==> config.mk <==
export PLATFORM = sky130hd
export DESIGN_NAME = mult_control_fsm_flat
export DESIGN_NICKNAME = d
export VERILOG_FILES = /design/src/rtl/mult_control_fsm_if.sv /design/src/rtl/mult_control_fsm.sv /design/src/flat_wrapper.sv
export SDC_FILE = /design/constraint.sdc
export NUM_CORES = 1
export LEC_CHECK = 0
export CORE_AREA = 2 2 39 41
export CTS_CLUSTER_SIZE = 16
export DETAILED_ROUTE_END_ITERATION = 10
export DIE_AREA = 0 0 41 43
export GPL_TIMING_DRIVEN = 0
export PLACE_DENSITY_LB_ADDON = 0.15
export SKIP_LAST_GASP = 1
export SYNTH_ARGS = -nofsm -noshare
export SYNTH_HDL_FRONTEND = slang
export SYNTH_SLANG_ARGS = --single-unit
export TNS_END_PERCENT = 30
==> constraint.sdc <==
create_clock -name clk -period 1.6 [get_ports clk]
set_clock_uncertainty 0.05 [all_clocks]
set_input_delay 0.4 -clock clk [delete_from_list [all_inputs] [get_ports clk]]
set_output_delay 0.4 -clock clk [all_outputs]
set_load 0.03 [all_outputs]
==> src/rtl/mult_control_fsm_if.sv <==
// Control/status bundle between the multiply datapath and its sequencing FSM.
// start/count are sampled on the rising clock edge; all other fields are driven by the FSM.
interface mult_control_fsm_if;
    logic       start;
    logic [1:0] count;
    logic       done;
    logic       clk_ena;
    logic       sclr_n;
    logic [2:0] state_out;
    logic [1:0] input_sel;
    logic [1:0] shift_sel;

    modport master (
        output start, count,
        input  done, clk_ena, sclr_n, state_out, input_sel, shift_sel
    );

    modport slave (
        input  start, count,
        output done, clk_ena, sclr_n, state_out, input_sel, shift_sel
    );
endinterface

==> src/rtl/mult_control_fsm.sv <==
// Sequencer for an 8x8 multiply built from four 4x4 partial products.
// Moore state register with Mealy control outputs; state_out exposes the registered state.
module mult_control_fsm (
    input logic              clk,
    input logic              reset_a,
    mult_control_fsm_if.slave bus
);

    typedef enum logic [2:0] {
        IDLE      = 3'b000,
        LSB       = 3'b001,
        MID       = 3'b010,
        MSB       = 3'b011,
        CALC_DONE = 3'b100,
        ERR       = 3'b101
    } state_t;

    state_t     state;
    state_t     state_next;
    logic       done;
    logic       clk_ena;
    logic       sclr_n;
    logic [1:0] input_sel;
    logic [1:0] shift_sel;

    always_ff @(posedge clk or negedge reset_a) begin
        if (!reset_a) begin
            state <= IDLE;
        end else begin
            state <= state_next;
        end
    end

    always_comb begin
        state_next = state;
        done       = 1'b0;
        clk_ena    = 1'b0;
        sclr_n     = 1'b1;
        input_sel  = 2'b00;
        shift_sel  = 2'b00;
        case (state)
            IDLE, ERR: begin
                if (bus.start) begin
                    clk_ena    = 1'b1;
                    sclr_n     = 1'b0;
                    state_next = LSB;
                end
            end
            LSB: begin
                if (!bus.start && bus.count == 2'b00) begin
                    clk_ena    = 1'b1;
                    state_next = MID;
                end else begin
                    state_next = ERR;
                end
            end
            MID: begin
                // The two cross products share the 4-bit shift; count picks which one.
                if (!bus.start && bus.count == 2'b01) begin
                    input_sel  = 2'b01;
                    shift_sel  = 2'b01;
                    clk_ena    = 1'b1;
                    state_next = MID;
                end else if (!bus.start && bus.count == 2'b10) begin
                    input_sel  = 2'b10;
                    shift_sel  = 2'b01;
                    clk_ena    = 1'b1;
                    state_next = MSB;
                end else begin
                    state_next = ERR;
                end
            end
            MSB: begin
                if (!bus.start && bus.count == 2'b11) begin
                    input_sel  = 2'b11;
                    shift_sel  = 2'b10;
                    clk_ena    = 1'b1;
                    state_next = CALC_DONE;
                end else begin
                    state_next = ERR;
                end
            end
            CALC_DONE: begin
                done       = 1'b1;
                state_next = bus.start ? ERR : IDLE;
            end
            default: begin
                state_next = IDLE;
            end
        endcase
    end

    assign bus.state_out = state;
    assign bus.done      = done;
    assign bus.clk_ena   = clk_ena;
    assign bus.sclr_n    = sclr_n;
    assign bus.input_sel = input_sel;
    assign bus.shift_sel = shift_sel;

endmodule

==> src/flat_wrapper.sv <==
// flat-port wrapper written by rule: the top's interface ports become plain ports
module mult_control_fsm_flat 
  (clk, reset_a, bus_start, bus_count, bus_done, bus_clk_ena, bus_sclr_n, bus_state_out, bus_input_sel, bus_shift_sel);
  mult_control_fsm_if bus_i ();
  input logic clk;
  input logic reset_a;
  input wire logic [$bits(bus_i.start)-1:0] bus_start;
  input wire logic [$bits(bus_i.count)-1:0] bus_count;
  output wire logic [$bits(bus_i.done)-1:0] bus_done;
  output wire logic [$bits(bus_i.clk_ena)-1:0] bus_clk_ena;
  output wire logic [$bits(bus_i.sclr_n)-1:0] bus_sclr_n;
  output wire logic [$bits(bus_i.state_out)-1:0] bus_state_out;
  output wire logic [$bits(bus_i.input_sel)-1:0] bus_input_sel;
  output wire logic [$bits(bus_i.shift_sel)-1:0] bus_shift_sel;
  assign bus_i.start = bus_start;
  assign bus_i.count = bus_count;
  assign bus_done = bus_i.done;
  assign bus_clk_ena = bus_i.clk_ena;
  assign bus_sclr_n = bus_i.sclr_n;
  assign bus_state_out = bus_i.state_out;
  assign bus_input_sel = bus_i.input_sel;
  assign bus_shift_sel = bus_i.shift_sel;
  mult_control_fsm u_core (.clk(clk), .reset_a(reset_a), .bus(bus_i));
endmodule
==> results of run 1 <==
==> power groups by stage <==
stage	clock (mW)	combinational, mW	sequential [mW]
6_report	0.131	0.555	0.114
5_1_grt	0.140	0.598	0.116
4_1_cts	0.141	0.522	0.115
3_5_place_dp	0	0.494	0.115
3_3_place_gp	0	0.491	0.116
2_1_floorplan	0	0.304	0.159
==> worst paths after layout <==
| check | to | slack [ps] | cells after the start |
|---|---|---|---|
| min reg2reg | u_core.bus.state_out[0] | 590 | 2 |
| min in group clk | u_core.bus.state_out[1] | 570 | 3 |
| max reg2reg | u_core.bus.state_out[2] | 200 | 5 |
| max in group asynchronous | u_core.bus.state_out[2] | 1070 | 1 |
| max | bus_clk_ena | -460 | 5 |
| min | u_core.bus.state_out[1] | 300 | 1 |
==> area by class of cell <==
class / count / area share
Timing Repair Buffer: 14 / 0.236
Buffer: 5 / 0.0773
Tap cell: 16 / 0.0343
Sequential cell: 3 / 0.129
Clock buffer: 4 / 0.0451
Multi-Input combinational cell: 35 / 0.479
==> through the flow <==
step                      setup TNS, ps  area [µm²]  setup slack, ps  total power, mW
final                             -1900         583             -457            0.799
after global routing              -2550         583             -503            0.855
after CTS                         -2500         558             -459            0.777
after detailed placement          -5820         497            -1000            0.609
after global placement            -5850         497            -1000            0.607
after floorplan                    -921         357             -322            0.463
==> layer usage <==
metal  vias to the layer above  global-route usage
met5                         -                   0
met4                         0              0.0600
met3                         0                   0
met2                        10               0.134
met1                       162               0.177
li1                        187                   -
==> repair_timing <==
action / 4_1_cts / 5_1_grt
setup buffers: 2 / 0
gates resized for setup: 36 / 16
pin swaps: 2 / 1
cloned: 0 / 0
endpoints found under the setup margin: 10 / 10
==> worst max-delay path: stages, from the launching register on <==
cell     delay [ps]
dfrtp_1         390
or3b_4          400
a21oi_4         180
a31oi_2          70
o31ai_4         190
buf_6           160
==> placed cells by master, fill, tap and decap left out, types with 3 or more instances in the layout <==
master / instances
nor2_1: 3
buf_4: 7
clkbuf_4: 3
nand2_1: 3
buf_6: 5
clkdlybuf4s50_1: 4
dfrtp_1: 3
clkdlybuf4s15_2: 3
==> cell families (layout without fill, tap and decap cells) <==
group           after synthesis  in the layout  share of synthesized area
simple gates                 21             21                      0.353
compound gates               11             11                      0.233
buf+inv                       5             23                      0.120
xor+xnor                      3              3                     0.0764
flops                         3              3                      0.218
==> impl_metrics.env, run 1 <==
export IMPL_final_min_clock_period_ps=2060
export IMPL_synth_top_area_share=0.218
export IMPL_netlist_instances=43
export IMPL_antenna_found_initial=0
export IMPL_worstSetupPathType="reg -> out"
export IMPL_top_layer="met3"
export IMPL_synth_area_leaders="dfrtp_1 (22%), buf_4 (8.7%), nor2_1 (5.5%)"
export IMPL_drc=0
export IMPL_io_buffers=12
export IMPL_seqPwrFrac=0.142
export IMPL_wl_met2_um=394
export IMPL_max_slew_margin=0.794
export IMPL_grt_overflow_total=0
export IMPL_powerDensity_nw_per_um2=1370
export IMPL_synthFlopType="dfrtp_1"
export IMPL_power_frac_comb=0.694
export IMPL_dp_hpwl_um=590
export IMPL_firstDrtPassIters=4
export IMPL_grt_pass1_wl_mm=1.30
export IMPL_cp_max_fo=4
export IMPL_ys_ff_latch=3
export IMPL_p_leak_nw=0.224
export IMPL_finalNonFillerCells=77
export IMPL_drt_iter0_drc=5
export IMPL_synth_area_um2=344
export IMPL_cts_hold_buf=0
export IMPL_p_sw_mw=0.351
export IMPL_tritoncts="done"
export IMPL_drv_cap=0
export IMPL_wl_um=810
export IMPL_dp_cells=71
export IMPL_slew_viol_final=0
export IMPL_intPower_mw=0.448
export IMPL_timing_worst_slew_pin_value_ps=308
export IMPL_post_synth_cell_area_avg_um2=8.00
export IMPL_drive_gt1_frac=0.459
export IMPL_rr_startpoint="u_core.bus.state_out[2]"
export IMPL_ys_warn_count=0
export IMPL_setup_viol=10
export IMPL_synth_top_area_cell="dfrtp_1"
export IMPL_cts_max_path_buffers=2
export IMPL_grt_pass1_vias=309
export IMPL_rows=14
export IMPL_clock_sinks=3
export IMPL_crit_start="u_core.bus.state_out[1]"
export IMPL_wl_per_cell_um=10.5
export IMPL_yosysMostFrequentCell="nor2_1"
export IMPL_wl_met1_um=387
export IMPL_worst_setup_path_start_kind="register"
export IMPL_synth_edf_count=0
export IMPL_vias=359
export IMPL_seq_area_um2=75.1
export IMPL_ant_nets=0
export IMPL_clkLatencyLatePin_ps=230
export IMPL_syn2layout_area_growth_pct=69.5
export IMPL_viasPerCell=4.66
export IMPL_ctsRootBufferMaster="clkbuf_4"
export IMPL_p_clk_frac=0.164
export IMPL_die_area_um2=1760
export IMPL_hold_path_class="in -> async"
export IMPL_fin_util=0.421
export IMPL_fin_ws_ps=-457
export IMPL_route_met3_wl_um=27
export IMPL_finalCritPeriodShare=1.29
export IMPL_cts_buffers=3
export IMPL_n_antenna_cell=0
export IMPL_seq_area_frac_synth=0.218
export IMPL_nFillCells=152
export IMPL_cts_htree_levels=1
export IMPL_violations="setup timing"
export IMPL_max_freq_mhz=486
export IMPL_switching_share=0.439
export IMPL_outcome="complete, but fails checks"
export IMPL_hold_ws_ps=298
export IMPL_async_reset_ff_frac=1.00
export IMPL_multi_input_area_um2=279
export IMPL_layout_nets=67
export IMPL_io_pins=15
export IMPL_die_h_um=43
export IMPL_rsz0062_at_grt="true"
export IMPL_grt_util_all_layers=0.108
export IMPL_cp_data_required_time_ps=1150
export IMPL_grt_max_degree=11
export IMPL_synth_cell_types=25
export IMPL_ys_top_cells_by_count="nor2_1 (5), buf_4 (4), a21oi_1 (3), dfrtp_1 (3), nand2_1 (3)"
export IMPL_largest_reg_flops=3
export IMPL_path_clk_slew_ps=40
export IMPL_ir_worst_vdd_mv=0.625
export IMPL_initial_core_util=0.249
export IMPL_place_congestion=0.722
export IMPL_end_kind="primary output"
export IMPL_coreArea_um2=1380
export IMPL_die_width_um=41
export IMPL_syn_nets=48
export IMPL_crit_arrival_ps=1610
export IMPL_hold_viol_final=0
Power figures use the tool's default switching activity.
==> run 2: changes to the inputs <==
==> constraint.sdc (replaced) <==
create_clock -name clk -period 2.5 [get_ports clk]
set_clock_uncertainty 0.05 [all_clocks]
set_input_delay 0.625 -clock clk [delete_from_list [all_inputs] [get_ports clk]]
set_output_delay 0.625 -clock clk [all_outputs]
set_load 0.03 [all_outputs]
==> run 2 against run 1 <==
Net effect:
- the run now ends clean
- clock power is 36% lower
- non-clock buffer count shrank 2
- count of clock-buffer cells in the layout is the same
- critical path type is now in -> out
- via count is 5.6% lower
- critical endpoint unchanged
- critical path depth up 1
- first-iteration DRC count down 40%
==> impl_metrics.env, run 2 (synthesis gave the netlist of run 1 again) <==
export IMPL_outcome="finished clean"
export IMPL_slew_viol_final=0
export IMPL_drv_cap=0
export IMPL_final_cell_mix="clkdlybuf4s50_1 (5), clkbuf_2 (5), buf_4 (4), nor2_1 (4)"
export IMPL_crit_arrival_ps=1770
export IMPL_drt_iter0_drc=3
export IMPL_hold_viol_final=0
export IMPL_worstSetupPathType="in -> out"
export IMPL_rr_startpoint="u_core.bus.state_out[2]"
export IMPL_ant_nets=0
export IMPL_io_buffers=12
export IMPL_p_leak_nw=0.211
export IMPL_hold_ws_ps=523
export IMPL_path_clk_slew_ps=40
export IMPL_switching_share=0.447
export IMPL_ctsRootBufferMaster="clkbuf_4"
export IMPL_die_h_um=43
export IMPL_setup_viol=0
export IMPL_nFillCells=162
export IMPL_drc=0
export IMPL_cts_htree_levels=1
export IMPL_post_cts_buffers=0
export IMPL_vias=339
export IMPL_grt_pass1_wl_mm=1.28
export IMPL_grt_pass1_vias=309
export IMPL_coreArea_um2=1380
export IMPL_multi_input_area_um2=235
export IMPL_n_antenna_cell=0
export IMPL_worst_setup_path_start_kind="input pin"
export IMPL_max_freq_mhz=408
export IMPL_initial_core_util=0.249
export IMPL_ir_worst_vdd_mv=0.389
export IMPL_cp_data_required_time_ps=1820
export IMPL_power_frac_comb=0.655
export IMPL_fin_util=0.357
export IMPL_pre_cts_slack_ps=-540
export IMPL_hold_path_class="in -> async"
export IMPL_cts_buffers=3
export IMPL_fin_ws_ps=51.6
export IMPL_grt_overflow_total=0
export IMPL_reg2reg_depth=5
export IMPL_p_clk_frac=0.185
export IMPL_drive_gt1_frac=0.305
export IMPL_reg2reg_slack_ps=1090
export IMPL_clkLatencyLatePin_ps=230
export IMPL_clock_sinks=3
export IMPL_rows=14
export IMPL_syn2layout_area_growth_pct=43.6
export IMPL_final_min_clock_period_ps=2450
export IMPL_cts_max_path_buffers=2
export IMPL_place_congestion=0.732
export IMPL_tritoncts="done"
export IMPL_intPower_mw=0.250
export IMPL_seqPwrFrac=0.160
export IMPL_io_pins=15
export IMPL_firstDrtPassIters=4
export IMPL_cp_max_fo=9
export IMPL_grt_max_degree=11
export IMPL_wl_per_cell_um=10.4
export IMPL_end_kind="primary output"
export IMPL_p_sw_mw=0.202
export IMPL_finalCritPeriodShare=0.979
export IMPL_max_slew_margin=0.789
export IMPL_wl_um=779
export IMPL_dp_cells=71
export IMPL_grt_util_all_layers=0.102
export IMPL_reg2reg_to="u_core.bus.state_out[2]"
export IMPL_power_mw=0.451
export IMPL_viasPerCell=4.52
export IMPL_antenna_found_initial=0
export IMPL_rsz0062_at_grt="true"
export IMPL_dp_hpwl_um=565
export IMPL_seq_area_um2=75.1
export IMPL_die_width_um=41
export IMPL_powerDensity_nw_per_um2=913
export IMPL_largest_reg_flops=3
export IMPL_layout_nets=65
export IMPL_timing_worst_slew_pin_value_ps=315
export IMPL_die_area_um2=1760
export IMPL_finalNonFillerCells=75
==> run 2: cell count changes in the layout (fill, tap and decap cells not counted), moves of 3 or more <==
| cell | previous run | this run |
|---|---|---|
| buf_4 | 7 | 4 |
| buf_6 | 5 | 1 |
| clkbuf_2 | 0 | 5 |
| clkdlybuf4s15_2 | 3 | 0 |
==> run 2: how the worst max path moves through the flow <==
stage                                        from                to  depth (start not counted)
after floorplan                      bus_count[0]       bus_clk_ena                          5
after global placement                  bus_start  bus_input_sel[0]                          5
after detailed placement                bus_start  bus_input_sel[0]                          5
after CTS                               bus_start  bus_input_sel[0]                          5
after global routing      u_core.bus.state_out[1]          bus_done                          4
final                                bus_count[0]       bus_clk_ena                          6
==> run 2: metal layers <==
layer  global-route usage  part of all wire  up-vias
met3                    0             0.033        0
li1                     -                 -      186
met2                0.128              0.48        8
met1                0.165              0.49      145
met5                    0                 0        -
met4               0.0600                 0        0
==> run 2: power groups by stage <==
stage	combinational [mW]	clock, mW	sequential [mW]
6_report	0.295	0.0833	0.0724
5_1_grt	0.323	0.0887	0.0741
4_1_cts	0.296	0.0888	0.0728
3_5_place_dp	0.304	0	0.0732
3_3_place_gp	0.303	0	0.0740
2_1_floorplan	0.183	0	0.102
==> run 2: area by class of cell <==
class,count,area share
timing repair buffer,12,0.195
clock buffer,4,0.0532
tap,16,0.0405
multi-input combinational,35,0.476
sequential,3,0.152
buffer,5,0.0835
==> run 2: worst max-delay path, cell delays in order <==
cell	delay, ps
buf_6	110
or3b_1	380
a21oi_2	170
a31oi_1	70
o31ai_2	170
clkbuf_2	230
==> run 2: repair_timing <==
| item | 4_1_cts | 5_1_grt |
|---|---|---|
| endpoints found under the setup margin | 6 | 7 |
| resized for setup | 8 | 11 |
| hold buffers | 0 | 0 |
==> run 2: metrics by stage <==
stage               setup TNS, ps  cell area (µm²)
global route                -45.1              494
global placement            -2480              484
detailed placement          -2580              484
CTS                          -737              507
floorplan                       0              344
finish                          0              494
